--- config.mk ---
export PLATFORM = sky130hd
export DESIGN_NAME = pixel_palette_unit
export DESIGN_NICKNAME = d
export VERILOG_FILES = /design/src/rtl/pixel_palette_unit.sv
export SDC_FILE = /design/constraint.sdc
export NUM_CORES = 2
export LEC_CHECK = 0
export BUFFER_PORTS_ARGS = -buffer_cell sky130_fd_sc_hd__buf_2
export CAP_MARGIN = 30
export CORE_MARGIN = 10
export CORE_UTILIZATION = 58
export CTS_CLUSTER_DIAMETER = 100
export DETAILED_ROUTE_END_ITERATION = 10
export PLACE_DENSITY = 0.77
export SLEW_MARGIN = 5
export SYNTH_ARGS = -nofsm -noshare
export SYNTH_HDL_FRONTEND = slang
export SYNTH_SLANG_ARGS = --single-unit
--- constraint.sdc ---
create_clock -name clk_i -period 3.1 [get_ports clk_i]
set_input_delay 0.775 -clock clk_i [delete_from_list [all_inputs] [get_ports clk_i]]
set_output_delay 0.775 -clock clk_i [all_outputs]
set_load 0.01 [all_outputs]
--- src/rtl/pixel_palette_unit.sv ---
`default_nettype none
// ============================================================================
// Module   : pixel_palette_unit
// Purpose  : Maps mixed PPU pixels to RGB555 through BG/OBJ palette RAMs
//            (CGB) or the DMG shade registers, owns the CPU index/data
//            register pairs and runs a post-reset palette clear sweep.
// Revision : 1.0 - initial release
// ============================================================================
module pixel_palette_unit #(
  parameter int NUM_PAL = 8,
  parameter int DMG_RGB = 0
) (
  input  logic                       clk_i,
  input  logic                       reset_i,
  input  logic                       cpu_en_i,
  input  logic                       ppu_enable_i,
  input  logic                       ppu_mode3_i,
  input  logic                       cgb_i,
  input  logic [23:0]                dmg_palettes_i,
  input  logic                       pixel_valid_i,
  input  logic [$clog2(NUM_PAL)+2:0] mix_pixel_i,
  output logic [14:0]                pixel_color_o,
  output logic                       color_valid_o,
  output logic                       init_busy_o,
  input  logic [1:0]                 reg_sel_i,
  input  logic                       reg_write_i,
  input  logic [7:0]                 reg_wdata_i,
  output logic [7:0]                 reg_rdata_o
);

  localparam int PAL_BITS  = $clog2(NUM_PAL);
  localparam int ADDR_BITS = PAL_BITS + 3;
  localparam int PIX_BITS  = PAL_BITS + 3;
  localparam int RAM_DEPTH = 1 << ADDR_BITS;

  // A colour slot is two bytes, so the slot counter is one bit narrower.
  localparam logic [ADDR_BITS-2:0] LAST_SLOT = {(ADDR_BITS-1){1'b1}};
  localparam logic [ADDR_BITS-2:0] SLOT_ONE  = (ADDR_BITS-1)'(1);
  localparam logic [ADDR_BITS-1:0] ADDR_ONE  = ADDR_BITS'(1);

  typedef enum logic [0:0] {
    ST_INIT = 1'b0,
    ST_RUN  = 1'b1
  } state_e;

  state_e                 state_q, state_d;
  logic [ADDR_BITS-2:0]   cnt_q, cnt_d;

  logic                   bg_ai_q, bg_ai_d, obj_ai_q, obj_ai_d;
  logic [ADDR_BITS-1:0]   bg_addr_q, bg_addr_d, obj_addr_q, obj_addr_d;

  logic [7:0]             bg_ram_q  [RAM_DEPTH];
  logic [7:0]             obj_ram_q [RAM_DEPTH];

  logic                   s1_valid_q, s1_cgb_q, s1_en_q;
  logic [PIX_BITS-1:0]    s1_pix_q;
  logic [1:0]             s1_shade_q;

  logic [14:0]            pixel_color_q, pixel_color_d;
  logic                   color_valid_q;

  logic                   w_wr, w_locked, w_store_ok;
  logic                   w_bg_idx_wr, w_bg_dat_wr, w_obj_idx_wr, w_obj_dat_wr;
  logic [7:0]             w_pal_byte;
  logic [1:0]             w_shade;
  logic [ADDR_BITS-2:0]   w_slot;
  logic [7:0]             w_lo;
  logic [6:0]             w_hi;
  logic [14:0]            w_dmg_color;
  logic [7:0]             w_bg_idx_rd, w_obj_idx_rd;

  assign init_busy_o   = (state_q == ST_INIT);
  assign pixel_color_o = pixel_color_q;
  assign color_valid_o = color_valid_q;

  // CPU access decode; palette data is locked while the PPU fetches pixels.
  assign w_wr         = cpu_en_i & reg_write_i;
  assign w_locked     = ppu_enable_i & ppu_mode3_i;
  assign w_store_ok   = ~w_locked & ~init_busy_o;
  assign w_bg_idx_wr  = w_wr & (reg_sel_i == 2'b00);
  assign w_bg_dat_wr  = w_wr & (reg_sel_i == 2'b01);
  assign w_obj_idx_wr = w_wr & (reg_sel_i == 2'b10);
  assign w_obj_dat_wr = w_wr & (reg_sel_i == 2'b11);

  // Sweep FSM next state: walk every colour slot once, then run forever.
  always_comb begin
    state_d = state_q;
    cnt_d   = cnt_q;
    if (state_q == ST_INIT) begin
      cnt_d = cnt_q + SLOT_ONE;
      if (cnt_q == LAST_SLOT) begin
        state_d = ST_RUN;
      end
    end
  end

  // Sweep FSM state register.
  always_ff @(posedge clk_i) begin
    if (!reset_i) begin
      state_q <= ST_INIT;
      cnt_q   <= '0;
    end else begin
      state_q <= state_d;
      cnt_q   <= cnt_d;
    end
  end

  // Index registers: explicit index writes, or auto-increment on data writes
  // even when the store itself was blocked.
  always_comb begin
    bg_ai_d    = bg_ai_q;
    bg_addr_d  = bg_addr_q;
    obj_ai_d   = obj_ai_q;
    obj_addr_d = obj_addr_q;
    if (w_bg_idx_wr) begin
      bg_ai_d   = reg_wdata_i[7];
      bg_addr_d = reg_wdata_i[ADDR_BITS-1:0];
    end else if (w_bg_dat_wr && bg_ai_q) begin
      bg_addr_d = bg_addr_q + ADDR_ONE;
    end
    if (w_obj_idx_wr) begin
      obj_ai_d   = reg_wdata_i[7];
      obj_addr_d = reg_wdata_i[ADDR_BITS-1:0];
    end else if (w_obj_dat_wr && obj_ai_q) begin
      obj_addr_d = obj_addr_q + ADDR_ONE;
    end
  end

  // Index register storage.
  always_ff @(posedge clk_i) begin
    if (!reset_i) begin
      bg_ai_q    <= 1'b0;
      bg_addr_q  <= '0;
      obj_ai_q   <= 1'b0;
      obj_addr_q <= '0;
    end else begin
      bg_ai_q    <= bg_ai_d;
      bg_addr_q  <= bg_addr_d;
      obj_ai_q   <= obj_ai_d;
      obj_addr_q <= obj_addr_d;
    end
  end

  // Palette RAMs: the sweep owns both tables (white) until it completes,
  // after which only unlocked CPU data writes reach them.
  always_ff @(posedge clk_i) begin
    if (reset_i) begin
      if (state_q == ST_INIT) begin
        bg_ram_q[{cnt_q, 1'b0}]  <= 8'hFF;
        bg_ram_q[{cnt_q, 1'b1}]  <= 8'h7F;
        obj_ram_q[{cnt_q, 1'b0}] <= 8'hFF;
        obj_ram_q[{cnt_q, 1'b1}] <= 8'h7F;
      end else begin
        if (w_bg_dat_wr && w_store_ok) begin
          bg_ram_q[bg_addr_q] <= reg_wdata_i;
        end
        if (w_obj_dat_wr && w_store_ok) begin
          obj_ram_q[obj_addr_q] <= reg_wdata_i;
        end
      end
    end
  end

  // DMG shade select: BGP for background, OBP0/OBP1 for objects; object
  // colour 0 is transparent and always yields shade 0.
  always_comb begin
    w_pal_byte = dmg_palettes_i[7:0];
    if (mix_pixel_i[PIX_BITS-1]) begin
      w_pal_byte = mix_pixel_i[2] ? dmg_palettes_i[23:16] : dmg_palettes_i[15:8];
    end
    case (mix_pixel_i[1:0])
      2'd0:    w_shade = w_pal_byte[1:0];
      2'd1:    w_shade = w_pal_byte[3:2];
      2'd2:    w_shade = w_pal_byte[5:4];
      default: w_shade = w_pal_byte[7:6];
    endcase
    if (mix_pixel_i[PIX_BITS-1] && (mix_pixel_i[1:0] == 2'd0)) begin
      w_shade = 2'd0;
    end
  end

  // Pipeline stage 1: capture the pixel and its context.
  always_ff @(posedge clk_i) begin
    if (!reset_i) begin
      s1_valid_q <= 1'b0;
      s1_pix_q   <= '0;
      s1_cgb_q   <= 1'b0;
      s1_en_q    <= 1'b0;
      s1_shade_q <= 2'd0;
    end else begin
      s1_valid_q <= pixel_valid_i;
      s1_pix_q   <= mix_pixel_i;
      s1_cgb_q   <= cgb_i;
      s1_en_q    <= ppu_enable_i;
      s1_shade_q <= w_shade;
    end
  end

  // CGB word fetch; the RAM is read before any same-edge CPU write lands.
  assign w_slot = s1_pix_q[PIX_BITS-2:0];
  assign w_lo   = s1_pix_q[PIX_BITS-1] ? obj_ram_q[{w_slot, 1'b0}]
                                       : bg_ram_q[{w_slot, 1'b0}];
  assign w_hi   = s1_pix_q[PIX_BITS-1] ? obj_ram_q[{w_slot, 1'b1}][6:0]
                                       : bg_ram_q[{w_slot, 1'b1}][6:0];

  generate
    if (DMG_RGB != 0) begin : g_dmg_grey
      // Shade to grey-level RGB555.
      always_comb begin
        case (s1_shade_q)
          2'd0:    w_dmg_color = 15'h7FFF;
          2'd1:    w_dmg_color = 15'h56B5;
          2'd2:    w_dmg_color = 15'h294A;
          default: w_dmg_color = 15'h0000;
        endcase
      end
    end else begin : g_dmg_raw
      assign w_dmg_color = {13'h0, s1_shade_q};
    end
  endgenerate

  // Output colour select with blanking during the sweep or with LCD off.
  always_comb begin
    pixel_color_d = s1_cgb_q ? {w_hi, w_lo} : w_dmg_color;
    if (init_busy_o || !s1_en_q) begin
      pixel_color_d = 15'h0000;
    end
  end

  // Pipeline stage 2: registered output.
  always_ff @(posedge clk_i) begin
    if (!reset_i) begin
      pixel_color_q <= 15'h0000;
      color_valid_q <= 1'b0;
    end else begin
      pixel_color_q <= pixel_color_d;
      color_valid_q <= s1_valid_q;
    end
  end

  // CPU read mux: index reads show unused address bits as ones, data reads
  // return 0xFF while locked.
  always_comb begin
    w_bg_idx_rd                  = 8'h7F;
    w_bg_idx_rd[ADDR_BITS-1:0]   = bg_addr_q;
    w_bg_idx_rd[7]               = bg_ai_q;
    w_obj_idx_rd                 = 8'h7F;
    w_obj_idx_rd[ADDR_BITS-1:0]  = obj_addr_q;
    w_obj_idx_rd[7]              = obj_ai_q;
    case (reg_sel_i)
      2'b00:   reg_rdata_o = w_bg_idx_rd;
      2'b01:   reg_rdata_o = w_locked ? 8'hFF : bg_ram_q[bg_addr_q];
      2'b10:   reg_rdata_o = w_obj_idx_rd;
      default: reg_rdata_o = w_locked ? 8'hFF : obj_ram_q[obj_addr_q];
    endcase
  end

endmodule
`default_nettype wire
==> results by stage <==
Final layout:
- The library cell used most frequently in the layout, excluding fill and tap cells, is edfxtp_1.
- The net count of the finished layout is between 4k and 5k.
- The post-route cell area is 69300 um2.
- The top cell types in the final layout, fill and taps aside, are 1024 x edfxtp_1, 751 x or2_2, 538 x mux4_2, 461 x buf_4, 307 x nand2_1.
- The filler cells instantiated in the layout total between 6k and 7k.
- The number of standard cells in the layout, taps in and fillers out is 5804.
- From synthesis to final layout, the design area changed by 19.9%.
- The fraction of layout instances using a drive strength above 1 is a little over 50%.
- The post-layout utilization of the core is between 70% and 80%.

Global routing:
- The first global-routing pass estimated around 280000 um of wire.
- The number of global-route vias before repair is 39.9k.
- The maximum number of pins on one net before global-route repair is 78.
- The global routing usage summed across all routing layers is between 30% and 40%.
- The initial antenna violation count was 12.
- The residual overflow from global routing is 0.

STA:
- The final worst hold slack is approximately 280 ps.
- The highest achievable clock rate is around 0.24 GHz.
- Setup repair after global routing could not meet its margin everywhere.
- The worst clock skew is 43.2 ps.
- The count of final setup violators is 8.
- The slew at the pin closest to its max-slew limit is between 1000 and 1500 ps.
- The hold violation total from the final report is 0.
- The setup slack of the critical path after layout is -1010 ps.
- The final count of pins violating max slew was 0.
- Headroom to the max-slew limit came out at between 30% and 40%.
- Dividing the final minimum period by the clock period gives 133%.
- After layout, the minimum clock period comes to 4110 ps.

Outcome:
- The flow ran to the end, but the final reports show violations.
- The checks that failed: setup timing.

Route:
- The detailed router placed ~41k vias in this run.
- The post-detailed-routing wire length is about 200000 um.
- In the routed design, unresolved DRC markers number 0.
- The pre-antenna-repair detailed-routing pass consisted of 6 iterations.
- The remaining antenna violation count after routing is 0.
- The routed length per placed instance is 34.3 um.
- The number of DRC markers in iteration 0 is approximately 6.9k.
- The number of vias per cell is 7.01.

Worst setup path:
- The worst setup path is captured at a primary output.
- The setup path with the least slack is of type reg -> out.
- The data arrival time at the worst-slack endpoint is roughly 3300 ps.
- Data on the critical path is required at its endpoint by between 2000 and 2500 ps.
- STA classifies the critical path startpoint as a register.
- In this run the worst path has a maximum fanout of 8.

Power and ir drop:
- The power per cell area is ~460 nW/um2.
- Per report_power, the sequential group accounts for about half of the total.
- Per report_power, the clock group accounts for a little over two fifths of the total.
- The net switching fraction of the power is between 20 and 25%.
- Combinational logic burns just over 6% of the power.
- The static power due to leakage is between 0.02 and 0.025 uW.
- The peak supply drop is around 0.00039 V.
- The internal power consumption is approximately 24000 uW.
- Summed over all nets, the switching power comes to 7310 uW.

Clocking:
- The number of buffers between clock root and the deepest sink is 3.
- The clock latency reported for the late side of the worst-skew pair is approximately 730 ps.
- The H-tree was split into 3 levels.
- The clock net sink count is ~1.1k.
- The clock tree root buffer cell is clkbuf_16.
- For this design, the CTS-stage hold fixing added 0 buffers.
- TritonCTS built the clock tree.
- The number of clock buffers added by TritonCTS is approximately 110.
- After clock tree synthesis, the clock-pin slew on the worst setup and hold paths is 60 ps.

Synth:
- The synthesized design contains between 1k and 1.5k enable-type register cells.
- In the synthesized netlist, the number of instances is approximately 4k.
- The average instance in the mapped netlist occupies about 15 um2.
- Synthesis produced a netlist with a net count of 4012.
- The Yosys warning count is 0.
- Summing every instance area after synthesis gives a little under 60000 um2.
- The async set-reset flop share out of synthesis is 0%.
- The top flip-flop cell by instance count after synthesis is edfxtp_1.
- For this run, the register share of the synthesized area comes to 55.3%.
- After synthesis, the netlist uses between 60 and 70 different library cells.
- The synthesis-stage register bit count is around 1.1k.

Placed design:
- After legalization and detailed placement, the total HPWL measured 142000 um.
- The placed instances occupy a cell area of 64400 um2.
- Before CTS, the worst setup slack after placement is -836 ps.
- The port buffer count is slightly above 70.
- The congestion estimate from routability-driven global placement came to between 1 and 1.5.
- In this run, placement finished with an instance count of 5541.

Die:
- The floorplan core area is 98600 um2.
- The effective utilization at floorplan is between 50% and 60%.
- The boundary pin count is 73.
- The die area is roughly 110000 um2.
- The height of the chip is ~340 um.
- The horizontal extent of the die is ~340 um.
- Row generation in the floorplan step produced roughly 120 rows.

Run:
- Max-cap violations in this run came to 0.

Min path:
- The worst hold path belongs to the class in -> reg.
-- worst max-delay path, stage by stage (launching register included) --
cell	delay, ps
dfxtp_4	390
buf_12	150
buf_12	120
mux4_2	520
mux4_2	550
o211ai_1	460
a22oi_2	230
buf_2	210
-- logic make-up (layout without fill, tap and decap cells) --
family | count (synthesis) | after routing | share of synthesized area [%]
buffers and inverters | 373 | 930 | 2.86
AND/OR/NAND/NOR | 1567 | 1567 | 15.1
other | 0 | 3 | 0
AO/OA/AOI/OAI | 232 | 232 | 2.74
flip-flops | 1083 | 1083 | 55.3
adder cells (fa/ha/maj) | 7 | 7 | 0.152
XOR/XNOR | 3 | 3 | 0.0455
multiplexers | 692 | 692 | 23.8
-- stage by stage --
stage	power (uW)	setup TNS [ps]
3_3_place_gp	18000	-61210
6_report	31700	-7280
2_1_floorplan	17100	0
3_5_place_dp	18000	-72810
4_1_cts	31600	-7270
5_1_grt	32300	-7490
-- routing by layer --
layer	vias to the layer above	share of wire, %	global-route usage (%)
met5	-	0.046	0
met4	16	6.7	18.8
met3	657	15	12.2
met2	3573	44	51.9
met1	20300	34	45.8
li1	16200	-	-
-- cell usage after synthesis, drive strengths merged (2+ instances only) --
master	instances	area, um2
or2b	4	30.0
nor3	41	235
nand2b	63	394
or3	85	532
a22oi	25	188
a2111oi	3	26.3
nand2	312	1180
a21o	3	22.5
a211o	3	26.3
nand3b	3	22.5
clkbuf	226	848
a311oi	2	17.5
a21boi	11	82.6
nor4	4	40.0
o21ai	35	175
ha	7	87.6
o211ai	13	97.6
a32oi	11	96.3
a211oi	26	195
edfxtp	1024	30700
o21a	3	22.5
nor2b	39	244
and3b	4	35.0
a21oi	35	175
xnor2	3	26.3
or2	761	4760
nor4b	2	17.5
a221oi	10	87.6
mux2	31	349
dfxtp	59	1180
mux4	542	12200
a31oi	9	56.3
mux2i	119	1190
nor2	103	387
nor3b	17	143
nand4	6	37.5
and3	8	50.1
o311ai	5	43.8
o22ai	25	156
a2bb2oi	2	17.5
a22o	4	35.0
inv	13	48.8
nand3	86	430
and2	26	163
buf	133	749
-- power by group through the flow --
stage / clock network, uW / logic, uW / registers, uW
2_1_floorplan: 0 / 978 / 16200
3_3_place_gp: 0 / 1790 / 16200
3_5_place_dp: 0 / 1810 / 16200
4_1_cts: 13800 / 1890 / 15900
5_1_grt: 14400 / 2020 / 15900
6_report: 13900 / 1970 / 15900
-- repair_timing --
action                     CTS  global route
pin swaps                   24            26
buffers inserted            26            27
resized for setup          127            32
gates cloned                 3             1
setup endpoints to repair    8             8
-- final timing paths --
kind	start	endpoint	slack (ps)	cells after the start
setup reg to reg	s1_pix_q[0]	pixel_color_o[0]	100	9
hold reg to reg	s1_valid_q	color_valid_o	430	1
hold / removal	cgb_i	s1_cgb_q	280	2
setup / recovery	register	reg_rdata_o[4]	-1010	7
-- final cells by class --
| cell class | instances | area, um2 | area share [%] |
|---|---|---|---|
| antenna | 3 | 7.51 | 0.0108 |
| clock buffer | 138 | 3030 | 4.38 |
| clock inverter | 76 | 669 | 0.966 |
| inverter | 14 | 55.1 | 0.0794 |
| multi-input combinational | 2501 | 24700 | 35.7 |
| sequential | 1083 | 32000 | 46.1 |
| tap | 1287 | 1610 | 2.32 |
| timing repair buffer | 702 | 7220 | 10.4 |
-- registers in the layout, summed over array words and instances (netlist names), 2 cells and up, named ones only --
signal / cells
s1_shade_q: 2
pixel_color_o: 15
obj_ram_q: 512
bg_addr_q: 6
cnt_q: 5
obj_addr_q: 6
bg_ram_q: 512
s1_pix_q: 6
Power figures use the tool's default switching activity.
